===== src/rtl/ds_frame_sequencer_if.sv =====
// Sample stream into the sequencer and the strobe/code bundle it drives into the
// delta-sigma modulator.
interface ds_frame_sequencer_if #(
    parameter int BITS = 5
) ();
    logic            s_valid;
    logic [BITS-1:0] s_data;
    logic            s_ready;
    logic [BITS-1:0] ds_data;
    logic            ds_data_en;
    logic            ds_next;
    logic            frame_start;

    modport master (
        output s_valid, s_data,
        input  s_ready, ds_data, ds_data_en, ds_next, frame_start
    );
    modport slave (
        input  s_valid, s_data,
        output s_ready, ds_data, ds_data_en, ds_next, frame_start
    );
endinterface


===== src/rtl/ds_frame_sequencer.sv =====
// Delta-sigma step sequencer: prescaled step strobe, frame grouping, and a one-entry
// code buffer whose contents are applied to the modulator only on frame boundaries.
module ds_frame_sequencer #(
    parameter int BITS    = 5,
    parameter int DIV_W   = 8,
    parameter int FRAME_W = 8
) (
    input  logic               clk,
    input  logic               rst,
    input  logic               enable,
    input  logic [DIV_W-1:0]   div,
    input  logic [FRAME_W-1:0] frame_len,
    input  logic               clr_underrun,
    ds_frame_sequencer_if.slave bus,
    output logic               underrun
);

    typedef enum logic {IDLE = 1'b0, RUN = 1'b1} state_t;

    state_t             state, state_nxt;
    logic [DIV_W-1:0]   pcnt, pcnt_d;
    logic [FRAME_W-1:0] fcnt, fcnt_d;
    logic [BITS-1:0]    buf_q, buf_d;
    logic [BITS-1:0]    ds_data_q, ds_data_d;
    logic               full, full_d;
    logic               underrun_q, underrun_d;
    logic               ds_next_q, ds_next_d;
    logic               ds_data_en_q, ds_data_en_d;
    logic               frame_start_q, frame_start_d;

    always_ff @(posedge clk or posedge rst) begin
        if (rst) state <= IDLE;
        else     state <= state_nxt;
    end

    // enable acts on the very edge that samples it, in both directions
    always_comb begin
        state_nxt = enable ? RUN : IDLE;
    end

    always_comb begin
        pcnt_d        = pcnt;
        fcnt_d        = fcnt;
        buf_d         = buf_q;
        full_d        = full;
        ds_data_d     = ds_data_q;
        underrun_d    = underrun_q;
        ds_next_d     = 1'b0;
        ds_data_en_d  = 1'b0;
        frame_start_d = 1'b0;

        if (bus.s_valid && !full) begin
            full_d = 1'b1;
            buf_d  = bus.s_data;
        end
        if (clr_underrun) underrun_d = 1'b0;

        if (state_nxt == IDLE) begin
            pcnt_d = div;
            fcnt_d = '0;
        end else if (pcnt != '0) begin
            pcnt_d = pcnt - DIV_W'(1);
        end else begin
            ds_next_d = 1'b1;
            pcnt_d    = div;
            // the first step out of IDLE always opens a frame
            if (state == IDLE || fcnt == '0) begin
                frame_start_d = 1'b1;
                fcnt_d        = frame_len;
                if (full) begin
                    ds_data_d    = buf_q;
                    ds_data_en_d = 1'b1;
                    full_d       = 1'b0;
                end else begin
                    underrun_d = 1'b1;
                end
            end else begin
                fcnt_d = fcnt - FRAME_W'(1);
            end
        end
    end

    always_ff @(posedge clk or posedge rst) begin
        if (rst) begin
            pcnt          <= '0;
            fcnt          <= '0;
            buf_q         <= '0;
            full          <= 1'b0;
            ds_data_q     <= '0;
            underrun_q    <= 1'b0;
            ds_next_q     <= 1'b0;
            ds_data_en_q  <= 1'b0;
            frame_start_q <= 1'b0;
        end else begin
            pcnt          <= pcnt_d;
            fcnt          <= fcnt_d;
            buf_q         <= buf_d;
            full          <= full_d;
            ds_data_q     <= ds_data_d;
            underrun_q    <= underrun_d;
            ds_next_q     <= ds_next_d;
            ds_data_en_q  <= ds_data_en_d;
            frame_start_q <= frame_start_d;
        end
    end

    assign bus.s_ready     = !full;
    assign bus.ds_data     = ds_data_q;
    assign bus.ds_data_en  = ds_data_en_q;
    assign bus.ds_next     = ds_next_q;
    assign bus.frame_start = frame_start_q;
    assign underrun        = underrun_q;

endmodule


===== src/flat_wrapper.sv =====
// flat-port wrapper written by rule: the top's interface ports become plain ports
module ds_frame_sequencer_flat 
#(
    parameter int BITS    = 5,
    parameter int DIV_W   = 8,
    parameter int FRAME_W = 8
)
  (clk, rst, enable, div, frame_len, clr_underrun, underrun, bus_s_valid, bus_s_data, bus_s_ready, bus_ds_data, bus_ds_data_en, bus_ds_next, bus_frame_start);
  ds_frame_sequencer_if #(.BITS(BITS)) bus_i ();
  input  logic clk;
  input  logic rst;
  input  logic enable;
  input  logic [DIV_W-1:0] div;
  input  logic [FRAME_W-1:0] frame_len;
  input  logic clr_underrun;
  output logic underrun;
  input wire logic [$bits(bus_i.s_valid)-1:0] bus_s_valid;
  input wire logic [$bits(bus_i.s_data)-1:0] bus_s_data;
  output wire logic [$bits(bus_i.s_ready)-1:0] bus_s_ready;
  output wire logic [$bits(bus_i.ds_data)-1:0] bus_ds_data;
  output wire logic [$bits(bus_i.ds_data_en)-1:0] bus_ds_data_en;
  output wire logic [$bits(bus_i.ds_next)-1:0] bus_ds_next;
  output wire logic [$bits(bus_i.frame_start)-1:0] bus_frame_start;
  assign bus_i.s_valid = bus_s_valid;
  assign bus_i.s_data = bus_s_data;
  assign bus_s_ready = bus_i.s_ready;
  assign bus_ds_data = bus_i.ds_data;
  assign bus_ds_data_en = bus_i.ds_data_en;
  assign bus_ds_next = bus_i.ds_next;
  assign bus_frame_start = bus_i.frame_start;
  ds_frame_sequencer #(.BITS(BITS), .DIV_W(DIV_W), .FRAME_W(FRAME_W)) u_core (.clk(clk), .rst(rst), .enable(enable), .div(div), .frame_len(frame_len), .clr_underrun(clr_underrun), .bus(bus_i), .underrun(underrun));
endmodule

===== config.mk =====
export PLATFORM = sky130hd
export DESIGN_NAME = ds_frame_sequencer_flat
export DESIGN_NICKNAME = d
export VERILOG_FILES = /design/src/rtl/ds_frame_sequencer_if.sv /design/src/rtl/ds_frame_sequencer.sv /design/src/flat_wrapper.sv
export SDC_FILE = /design/constraint.sdc
export NUM_CORES = 1
export LEC_CHECK = 0
export BUFFER_PORTS_ARGS = -buffer_cell sky130_fd_sc_hd__buf_4
export CAP_MARGIN = 20
export CORE_MARGIN = 1.5
export CORE_UTILIZATION = 40
export CTS_BUF_LIST = sky130_fd_sc_hd__clkbuf_16
export CTS_CLUSTER_SIZE = 24
export DETAILED_ROUTE_END_ITERATION = 8
export HOLD_SLACK_MARGIN = 0.02
export PLACE_DENSITY = 0.73
export SETUP_SLACK_MARGIN = 0.5
export SLEW_MARGIN = 20
export SYNTH_ARGS = -nofsm -noshare
export SYNTH_HDL_FRONTEND = slang
export SYNTH_SLANG_ARGS = --single-unit

===== constraint.sdc =====
create_clock -name clk -period 5 [get_ports clk]
set_input_delay 0.25 -clock clk [delete_from_list [all_inputs] [get_ports clk]]
set_output_delay 0.25 -clock clk [all_outputs]
set_load 0.02 [all_outputs]

==> impl_results.md, run 1 <==
- HPWL Detailed: 2333 um
- Die Wd: 66.92 um
- Asr flop ratio synth: 1.000
- Cts hold-fix bufs: 0
- Via count: 1228
- CP cell instances: inv_1, ha_1, or3b_2, o21ai_2, nand3_4, mux2_4
- Area grow syn2layout: 28.94%
- Final worst slack: 2.468 ns
- Number of fillers in the final layout: 365
- Post-DP Area: 1934 um^2
- Run status: finished clean
- Hold crit path type: in -> async
- Clock sink count: 32
- Fmax achieved: 0.3949 GHz
- Pin count of the biggest net entering global routing: 33
- Via density: 5.226
- Yosys cell types: 48
- Pre-CTS WS: 2.434 ns
- Total Neg Setup Slack: 0 ns
- Crit-path max FO: 16
- Routed len/inst: 14.28 um
- CTS tree: yes
- Antenna cells: 0
- H-Tree Depth: 2
- Starting density of the core: 0.4115
- Main synth FF type: dfrtp_1
- Power, Total: 767.6 uW
- Mapped Area: 1634 um^2
- CTS root buf: clkbuf_16
- Finished Cell Area: 2107 um^2
- Clock Skews: 0.007876 ns
- Crit path capture type: flop
- Lkg Pwr: 1.024 nW
- Synth Register Bits: 32
- Slowest-stage cell, CP: o21ai_2
- Unrepaired setup endpoints after global routing: no
- Clock latency on the worst-skew pair: 0.28 ns
- Total grt overflow: 0
- Iteration-0 DRC Markers: 72
- Post-cts resize count: 0
- Initial antenna violation count: 0
- Clk buf depth: 2
- Synth Instances: 146
- Cts bufs inserted: 5
- DRC: 0
- Share of cells above drive strength 1: 0.3135
- CP startpoint kind: flop
- Core area: 3971 um^2
- Yosys warns: 0
- Row cnt: 23
- Reg2reg path depth: 6
- Gpl congestion: 0.8853
- Final worst-path cycle share: 0.5065
- Post-synth EDFFs: 0
- Hold Violations, Final: 0
- ANT nets after route: 0
- Max VDD drop: 216.0 uV
- Pwr/cell area: 364.3 nW/um^2
- Pre-Repair DR Iteration Count: 4
- Arrival @ worst endpoint: 2.69 ns
- Slew @ Worst Pin: 0.7991 ns
- Slew headroom: 0.4672
- Worst Path Required: 5.16 ns
- Die Area: 4478 um^2
- Vias in the first global route: 1220
- # IOs: 36
- Setup CP Type: reg -> reg
- Nets: 214
- Global Route Usage Sum: 0.1702
- Clock transition at path regs: 0.05 ns
- First-pass GRT wire length: 5582 um
- Final core utilization: 0.5306
- Final worst path period need: 2.532 ns
- Postcts setup bufs: 0
- Sequential-to-total area share from yosys stat: 0.4900
- Max-cap violation count: 0
- Final WL: 3356 um
- Avg Cell Area, Syn: 11.19 um^2
- Input/output buffers: 35
- Setup violations, final: 0
- Slowest stage delay, CP: 0.64 ns
- Die Ht: 66.92 um
- Syn_nets: 176
- Final Slew Violations: 0
## path summary, 6_finish.rpt
path,slack [ns],to,from
setup / recovery,2.47,u_core.bus.ds_data[0]$_DFFE_PP0P_,u_core.fcnt[0]$_DFFE_PP0P_
hold / removal,0.06,u_core.bus.ds_data_en$_DFF_PP0_,rst
max in group asynchronous,4.64,u_core.fcnt[7]$_DFFE_PP0P_,rst
min in group clk,0.13,u_core.state$_DFF_PP0_,enable
hold reg to reg,0.50,u_core.bus.ds_data[4]$_DFFE_PP0P_,u_core.buf_q[4]$_DFFE_PP0P_
setup reg to reg,2.47,u_core.bus.ds_data[0]$_DFFE_PP0P_,u_core.fcnt[0]$_DFFE_PP0P_
## cell usage in the layout (no fill, tap or decap), types with 2 or more instances in the layout
master     synthesis  routed
mux2i_1            3       3
mux2_4             5       5
inv_1             10      11
xor2_1             2       2
or3_1              2       2
o21ai_0            9       9
nand3_1            2       2
ha_1               4       4
and2_1             2       2
a32o_1             2       2
nand2_1            9       9
a21o_1             2       2
nor4_1             2       2
dfrtp_1           32      32
a311oi_1           2       2
or4_1              3       3
a22o_1             2       2
o31ai_1            6       6
mux2_2             5       5
buf_4              1      36
nor2b_1            2       2
nor3_1             3       3
xnor2_1            4       4
clkbuf_16          0       5
nor2_1             7       7
## state kept, by name, summed over array words and instances, names as in the netlist
name	flops
u_core.bus.frame_start	1
u_core.bus.ds_data	5
u_core.buf_q	5
u_core.underrun	1
u_core.fcnt	8
u_core.pcnt	8
u_core.bus.ds_next	1
u_core.full	1
u_core.state	1
u_core.bus.ds_data_en	1
## synthesized netlist by cell type, types with 3 or more instances
master / n / share of area
or4_1: 3 / 0.014
o21ai_0: 9 / 0.028
inv_1: 10 / 0.023
nand2_1: 9 / 0.021
o31ai_1: 6 / 0.028
mux2_4: 5 / 0.046
mux2i_1: 3 / 0.018
ha_1: 4 / 0.031
nor2_1: 7 / 0.016
xnor2_1: 4 / 0.021
dfrtp_1: 32 / 0.49
mux2_2: 5 / 0.034
nor3_1: 3 / 0.0092
## cell families after synthesis
group / share of synthesized area
simple gates: 0.1562
flops: 0.4900
xor+xnor: 0.03216
fa+ha+maj: 0.03063
buf+inv: 0.04824
mux: 0.09877
compound gates: 0.1440
## power by group
part	internal, mW	switching, mW	leakage [nW]
registers	0.291	0.0242	0.413
logic	0.0639	0.0525	0.526
clock network	0.232	0.104	0.0850
total	0.587	0.181	1.02
## stage by stage
step                      hold slack (ns)  std cells
after floorplan                    0.2814        146
after CTS                         0.07562        235
after global routing               0.1147        235
final                             0.06056        235
after detailed placement           0.3717        227
after global placement             0.3682        227
## critical path, delay by kind of cell (launching register included)
kind / cells / cell delay, ns
multiplexers: 1 / 0.36
flip-flops: 1 / 0.39
buffers and inverters: 1 / 0.12
AO/OA/AOI/OAI: 1 / 0.64
AND/OR/NAND/NOR: 2 / 0.71
adder cells (fa/ha/maj): 1 / 0.19
## metal layers
layer  global-route usage  routed length, um
met3              0.06757                220
met2               0.2863               1662
met4              0.04592                 12
met1               0.2008               1461
met5                    0                  0
## final cells by class
| type | instances | area [um^2] | share of cell area |
|---|---|---|---|
| tap | 50 | 62.56 | 0.02969 |
| clock inverter | 3 | 38.79 | 0.01841 |
| multi-input combinational | 98 | 763.2 | 0.3622 |
| clock buffer | 5 | 125.1 | 0.05938 |
| timing repair buffer | 36 | 270.3 | 0.1283 |
| sequential | 32 | 800.8 | 0.3800 |
| inverter | 11 | 46.29 | 0.02197 |
No activity file was read; power rests on OpenSTA's default activity.
==> run 2, diff against run 1 <==
--- a/config.mk
+++ b/config.mk
@@ -13,7 +13,7 @@
 export CTS_CLUSTER_SIZE = 24
 export DETAILED_ROUTE_END_ITERATION = 8
 export HOLD_SLACK_MARGIN = 0.02
-export PLACE_DENSITY = 0.73
+export PLACE_DENSITY = 0.75
 export SETUP_SLACK_MARGIN = 0.5
 export SLEW_MARGIN = 20
 export SYNTH_ARGS = -nofsm -noshare
==> constraint.sdc (replaced) <==
create_clock -name clk -period 2.3 [get_ports clk]
set_input_delay 0.115 -clock clk [delete_from_list [all_inputs] [get_ports clk]]
set_output_delay 0.115 -clock clk [all_outputs]
set_load 0.02 [all_outputs]
==> run 2 against run 1 <==
  * Core utilization grew 8.4 points
  * Setup slack lost 2.1 ns
  * First-iteration DRC count shrank 6.9%
  * Clock power grew 120%
  * Via count grew 15%
  * Routed wire length grew 21%
  * Global-route usage grew 4.0 points
  * Fmax grew 34%
  * Design area grew 16%
  * Clock skew shrank 0.0027 ns
  * Power grew 130%
  * Largest cell class is now multi-input combinational cells
==> impl_results.md, run 2 (synthesis gave the netlist of run 1 again) <==
- Run status: finished clean
- # IOs: 36
- Clock latency on the worst-skew pair: 0.28 ns
- First-pass GRT wire length: 6893 um
- Die Wd: 66.92 um
- Core area: 3971 um^2
- Lkg Pwr: 1.171 nW
- Die Ht: 66.92 um
- CTS root buf: clkbuf_16
- Pin count of the biggest net entering global routing: 33
- Row cnt: 23
- Unrepaired setup endpoints after global routing: yes
- Gpl congestion: 0.9014
- DRC: 0
- Final WL: 4068 um
- Final worst path period need: 1.895 ns
- Nets: 241
- Via density: 5.405
- CP startpoint kind: flop
- Setup violations, final: 0
- Hold Violations, Final: 0
- Die Area: 4478 um^2
- Setup CP Type: reg -> reg
- H-Tree Depth: 2
- Via count: 1416
- Fmax achieved: 0.5276 GHz
- Biggest regs: u_core.fcnt x8, u_core.pcnt x8
- Clk buf depth: 2
- Routed len/inst: 15.53 um
- Reg2reg path depth: 7
- Input/output buffers: 35
- Clock sink count: 32
- CTS tree: yes
- Final worst slack: 0.4045 ns
- Total grt overflow: 0
- Slew headroom: 0.6734
- Final core utilization: 0.6144
- Max-cap violation count: 0
- Iteration-0 DRC Markers: 67
- Worst hold stages: 3
- Cts bufs inserted: 5
- Crit path capture type: flop
- Final worst-path cycle share: 0.8241
- Starting density of the core: 0.4115
- Commonest non-fill, non-tap cell in the layout: buf_4
- Pwr/cell area: 717.0 nW/um^2
- Total Neg Setup Slack: 0 ns
- Pre-Repair DR Iteration Count: 4
- Clock transition at path regs: 0.05 ns
- Slew @ Worst Pin: 0.4859 ns
- Share of cells above drive strength 1: 0.4858
- Max VDD drop: 349.6 uV
- Worst Path Required: 2.46 ns
- Vias in the first global route: 1475
- HPWL Detailed: 2508 um
- Clock Skews: 0.005175 ns
- Pre-CTS WS: 0.2424 ns
- Number of fillers in the final layout: 333
- Area grow syn2layout: 49.31%
- Initial antenna violation count: 0
- Hold crit path type: in -> reg
- Final Slew Violations: 0
- Global Route Usage Sum: 0.2101
- Arrival @ worst endpoint: 2.05 ns
- Most frequent cells in the layout: buf_4, dfrtp_1, nand2_1
- ANT nets after route: 0
- Antenna cells: 0
- Crit-path max FO: 5
-- run 2: worst max-delay path, stage by stage, from the launching register on --
cell and delay (ns):
dfrtp_1 0.39, inv_2 0.09, ha_4 0.13, or4bb_1 0.40
or2_4 0.27, clkinv_4 0.06, nand3_4 0.11, mux2_4 0.32
-- run 2: per-layer routing --
metal,wire length [um],global-route usage,vias to the layer above
li1,-,-,664
met1,1592,0.2428,683
met2,2083,0.3600,60
met3,326,0.06588,9
met4,65,0.08163,0
met5,0,0,-
-- run 2: through the flow --
stage / cell area, um^2 / hold slack [ns] / cells / power, mW
finish: 2440 / 0.04257 / 262 / 1.749
global route: 2440 / 0.05241 / 262 / 1.840
CTS: 2397 / 0.03884 / 261 / 1.750
detailed placement: 1974 / 0.2411 / 231 / 0.9555
global placement: 1974 / 0.2269 / 231 / 0.9446
floorplan: 1650 / 0.1464 / 146 / 0.8523
-- run 2: worst paths after layout --
check                                            start                           endpoint  slack [ns]
max                           u_core.pcnt[1]$_DFF_PP0_  u_core.bus.ds_data[1]$_DFFE_PP0P_        0.40
min                                             div[5]           u_core.pcnt[5]$_DFF_PP0_        0.04
max reg2reg                   u_core.pcnt[1]$_DFF_PP0_  u_core.bus.ds_data[1]$_DFFE_PP0P_        0.40
min reg2reg                u_core.buf_q[0]$_DFFE_PP0P_  u_core.bus.ds_data[0]$_DFFE_PP0P_        0.50
max in group asynchronous                          rst         u_core.fcnt[4]$_DFFE_PP0P_        1.50
min in group asynchronous                          rst   u_core.bus.frame_start$_DFF_PP0_        0.49
-- run 2: cell type report --
type,count,area [um^2],area share
Clock buffer,5,125.1,0.05128
Clock inverter,3,38.79,0.01590
Inverter,11,46.29,0.01897
Multi-Input combinational cell,98,850.8,0.3487
Sequential cell,32,803.3,0.3292
Tap cell,50,62.56,0.02564
Timing Repair Buffer,63,513.0,0.2103
-- run 2: repair_timing --
item,in CTS,in global routing
pin swaps,8,3
resized for setup,21,9
hold buffers,2,0
endpoints found under the setup margin,17,20
cloned,1,0
setup buffers,19,1
hold endpoints to repair,33,0
-- run 2: report_power, final --
group	total [mW]	switching [mW]	internal [mW]
Combinational	0.333	0.142	0.191
Sequential	0.684	0.0500	0.634
Clock	0.732	0.229	0.504
Total	1.75	0.421	1.33
==> run 3, diff against run 2 <==
--- a/config.mk
+++ b/config.mk
@@ -13,7 +13,7 @@
 export CTS_CLUSTER_SIZE = 24
 export DETAILED_ROUTE_END_ITERATION = 8
 export HOLD_SLACK_MARGIN = 0.02
-export PLACE_DENSITY = 0.75
+export PLACE_DENSITY = 0.73
 export SETUP_SLACK_MARGIN = 0.5
 export SLEW_MARGIN = 20
 export SYNTH_ARGS = -nofsm -noshare
==> constraint.sdc (replaced) <==
create_clock -name clk -period 2 [get_ports clk]
set_input_delay 0.1 -clock clk [delete_from_list [all_inputs] [get_ports clk]]
set_output_delay 0.1 -clock clk [all_outputs]
set_load 0.02 [all_outputs]
==> run 3 against run 2 <==
  * Combinational power rose by 20%
  * Clock-buffer cell count did not move
  * Die area did not move
  * Critical path type unchanged
  * Power is 17% higher
  * Clock skew down 0.0018 ns
==> impl_results.md, run 3 (synthesis gave the netlist of run 1 again) <==
- Run status: finished clean
- Via density: 5.323
- Lkg Pwr: 1.220 nW
- H-Tree Depth: 2
- Clock latency on the worst-skew pair: 0.28 ns
- Via count: 1432
- CP startpoint kind: flop
- Crit path capture type: flop
- Final WL: 4371 um
- Total grt overflow: 0
- Final worst path period need: 1.934 ns
- Slowest-stage cell, CP: or4bb_1
- Area grow syn2layout: 54.52%
- Final core utilization: 0.6358
- Most frequent cells in the layout: buf_4, dfrtp_1, nand2_1
- Number of fillers in the final layout: 316
- Slowest stage delay, CP: 0.39 ns
- Reg2reg path depth: 7
- Pre-Repair DR Iteration Count: 4
- Finished Cell Area: 2525 um^2
- CTS root buf: clkbuf_16
- First-pass GRT wire length: 6603 um
- Initial antenna violation count: 0
- Slew headroom: 0.7101
- Max VDD drop: 380.0 uV
- Pin count of the biggest net entering global routing: 33
- Post-DP Area: 2064 um^2
- Arrival @ worst endpoint: 2.15 ns
- Hold crit path type: in -> reg
- HPWL Detailed: 2632 um
- Row cnt: 23
- Worst hold stages: 3
- Die Wd: 66.92 um
- ANT nets after route: 0
- Setup CP Type: reg -> reg
- Clk buf depth: 2
- CTS tree: yes
- Clock sink count: 32
- Fmax achieved: 0.5172 GHz
- Clock transition at path regs: 0.05 ns
- Hold Violations, Final: 0
- WP depth: 7
- CP cell instances: inv_2, ha_4, or4bb_1, or2_4, buf_6, o31ai_2, a21o_1
- Crit-path max FO: 8
- Starting density of the core: 0.4115
- Global Route Usage Sum: 0.2052
- Die Ht: 66.92 um
- Final worst-path cycle share: 0.9668
- Pwr/cell area: 809.6 nW/um^2
- Setup violations, final: 0
- DRC: 0
- Vias in the first global route: 1424
- Core area: 3971 um^2
- Worst Path Required: 2.22 ns
- Slew @ Worst Pin: 0.4339 ns
- Nets: 248
- Die Area: 4478 um^2
- Routed len/inst: 16.25 um
- Biggest regs: u_core.fcnt x8, u_core.pcnt x8
- Gpl congestion: 0.8523
- Input/output buffers: 35
- WP buf/inv: 2
- Max-cap violation count: 0
- Unrepaired setup endpoints after global routing: yes
- Iteration-0 DRC Markers: 63
- # IOs: 36
- Cell family with most CP delay: simple AND/OR/NAND/NOR gates
- Final Slew Violations: 0
- Commonest non-fill, non-tap cell in the layout: buf_4
- Share of cells above drive strength 1: 0.5068
- Cts bufs inserted: 5
- Clock Skews: 0.003371 ns
- Antenna cells: 0
run 3: final cells by class:
type	count	area, um^2	area share
inverters	11	53.80	0.02131
clock inverters	3	38.79	0.01536
repair buffers	70	584.3	0.2314
flip-flops and latches	32	800.8	0.3171
well taps	50	62.56	0.02478
multi-input cells	98	859.6	0.3404
clock buffers	5	125.1	0.04955
run 3: layer usage:
metal,GRT usage,up-vias,share of wire
met2,0.3550,56,0.51
met1,0.2317,680,0.41
met5,0,-,0
met4,0.09949,0,0.027
met3,0.05574,15,0.054
li1,-,681,-
run 3: worst paths after layout:
| kind | slack [ns] | to | startpoint |
|---|---|---|---|
| worst max-delay path | 0.07 | u_core.fcnt[2]$_DFFE_PP0P_ | u_core.pcnt[0]$_DFF_PP0_ |
| worst min-delay path | 0.02 | u_core.pcnt[1]$_DFF_PP0_ | div[1] |
| worst max register to register | 0.07 | u_core.fcnt[2]$_DFFE_PP0P_ | u_core.pcnt[0]$_DFF_PP0_ |
| worst min register to register | 0.50 | u_core.bus.ds_data[3]$_DFFE_PP0P_ | u_core.buf_q[3]$_DFFE_PP0P_ |
| max in group asynchronous | 1.24 | u_core.fcnt[3]$_DFFE_PP0P_ | rst |
| min in group asynchronous | 0.47 | u_core.pcnt[5]$_DFF_PP0_ | rst |
run 3: through the flow:
step / setup TNS [ns] / instances / hold slack, ns / setup slack, ns / power (mW)
2_1_floorplan: 0 / 146 / 0.1314 / 0.01697 / 0.9826
3_3_place_gp: 0 / 241 / 0.2118 / 0.05083 / 1.103
3_5_place_dp: -0.01525 / 241 / 0.2165 / -0.01457 / 1.120
4_1_cts: 0 / 262 / 0.02090 / 0.1381 / 2.023
5_1_grt: 0 / 269 / 0.05056 / 0.02132 / 2.135
6_report: 0 / 269 / 0.02180 / 0.06633 / 2.044
run 3: worst min-delay path, cell delays in order:
cell,delay (ns)
buf_4,0.07
nand2_1,0.03
o21ai_0,0.05
run 3: report_power, final:
group          internal, mW  total [mW]  switching [mW]
Clock                 0.580       0.856           0.276
Sequential            0.728       0.786          0.0581
Combinational         0.228       0.401           0.174
Total                  1.54        2.04           0.508
run 3: what timing repair did:
item,in CTS,in global routing
resized for setup,20,12
hold buffers,2,0
pin swaps,3,9
cloned,1,0
setup buffers,10,7
hold endpoints to repair,33,0
setup endpoints to repair,26,26
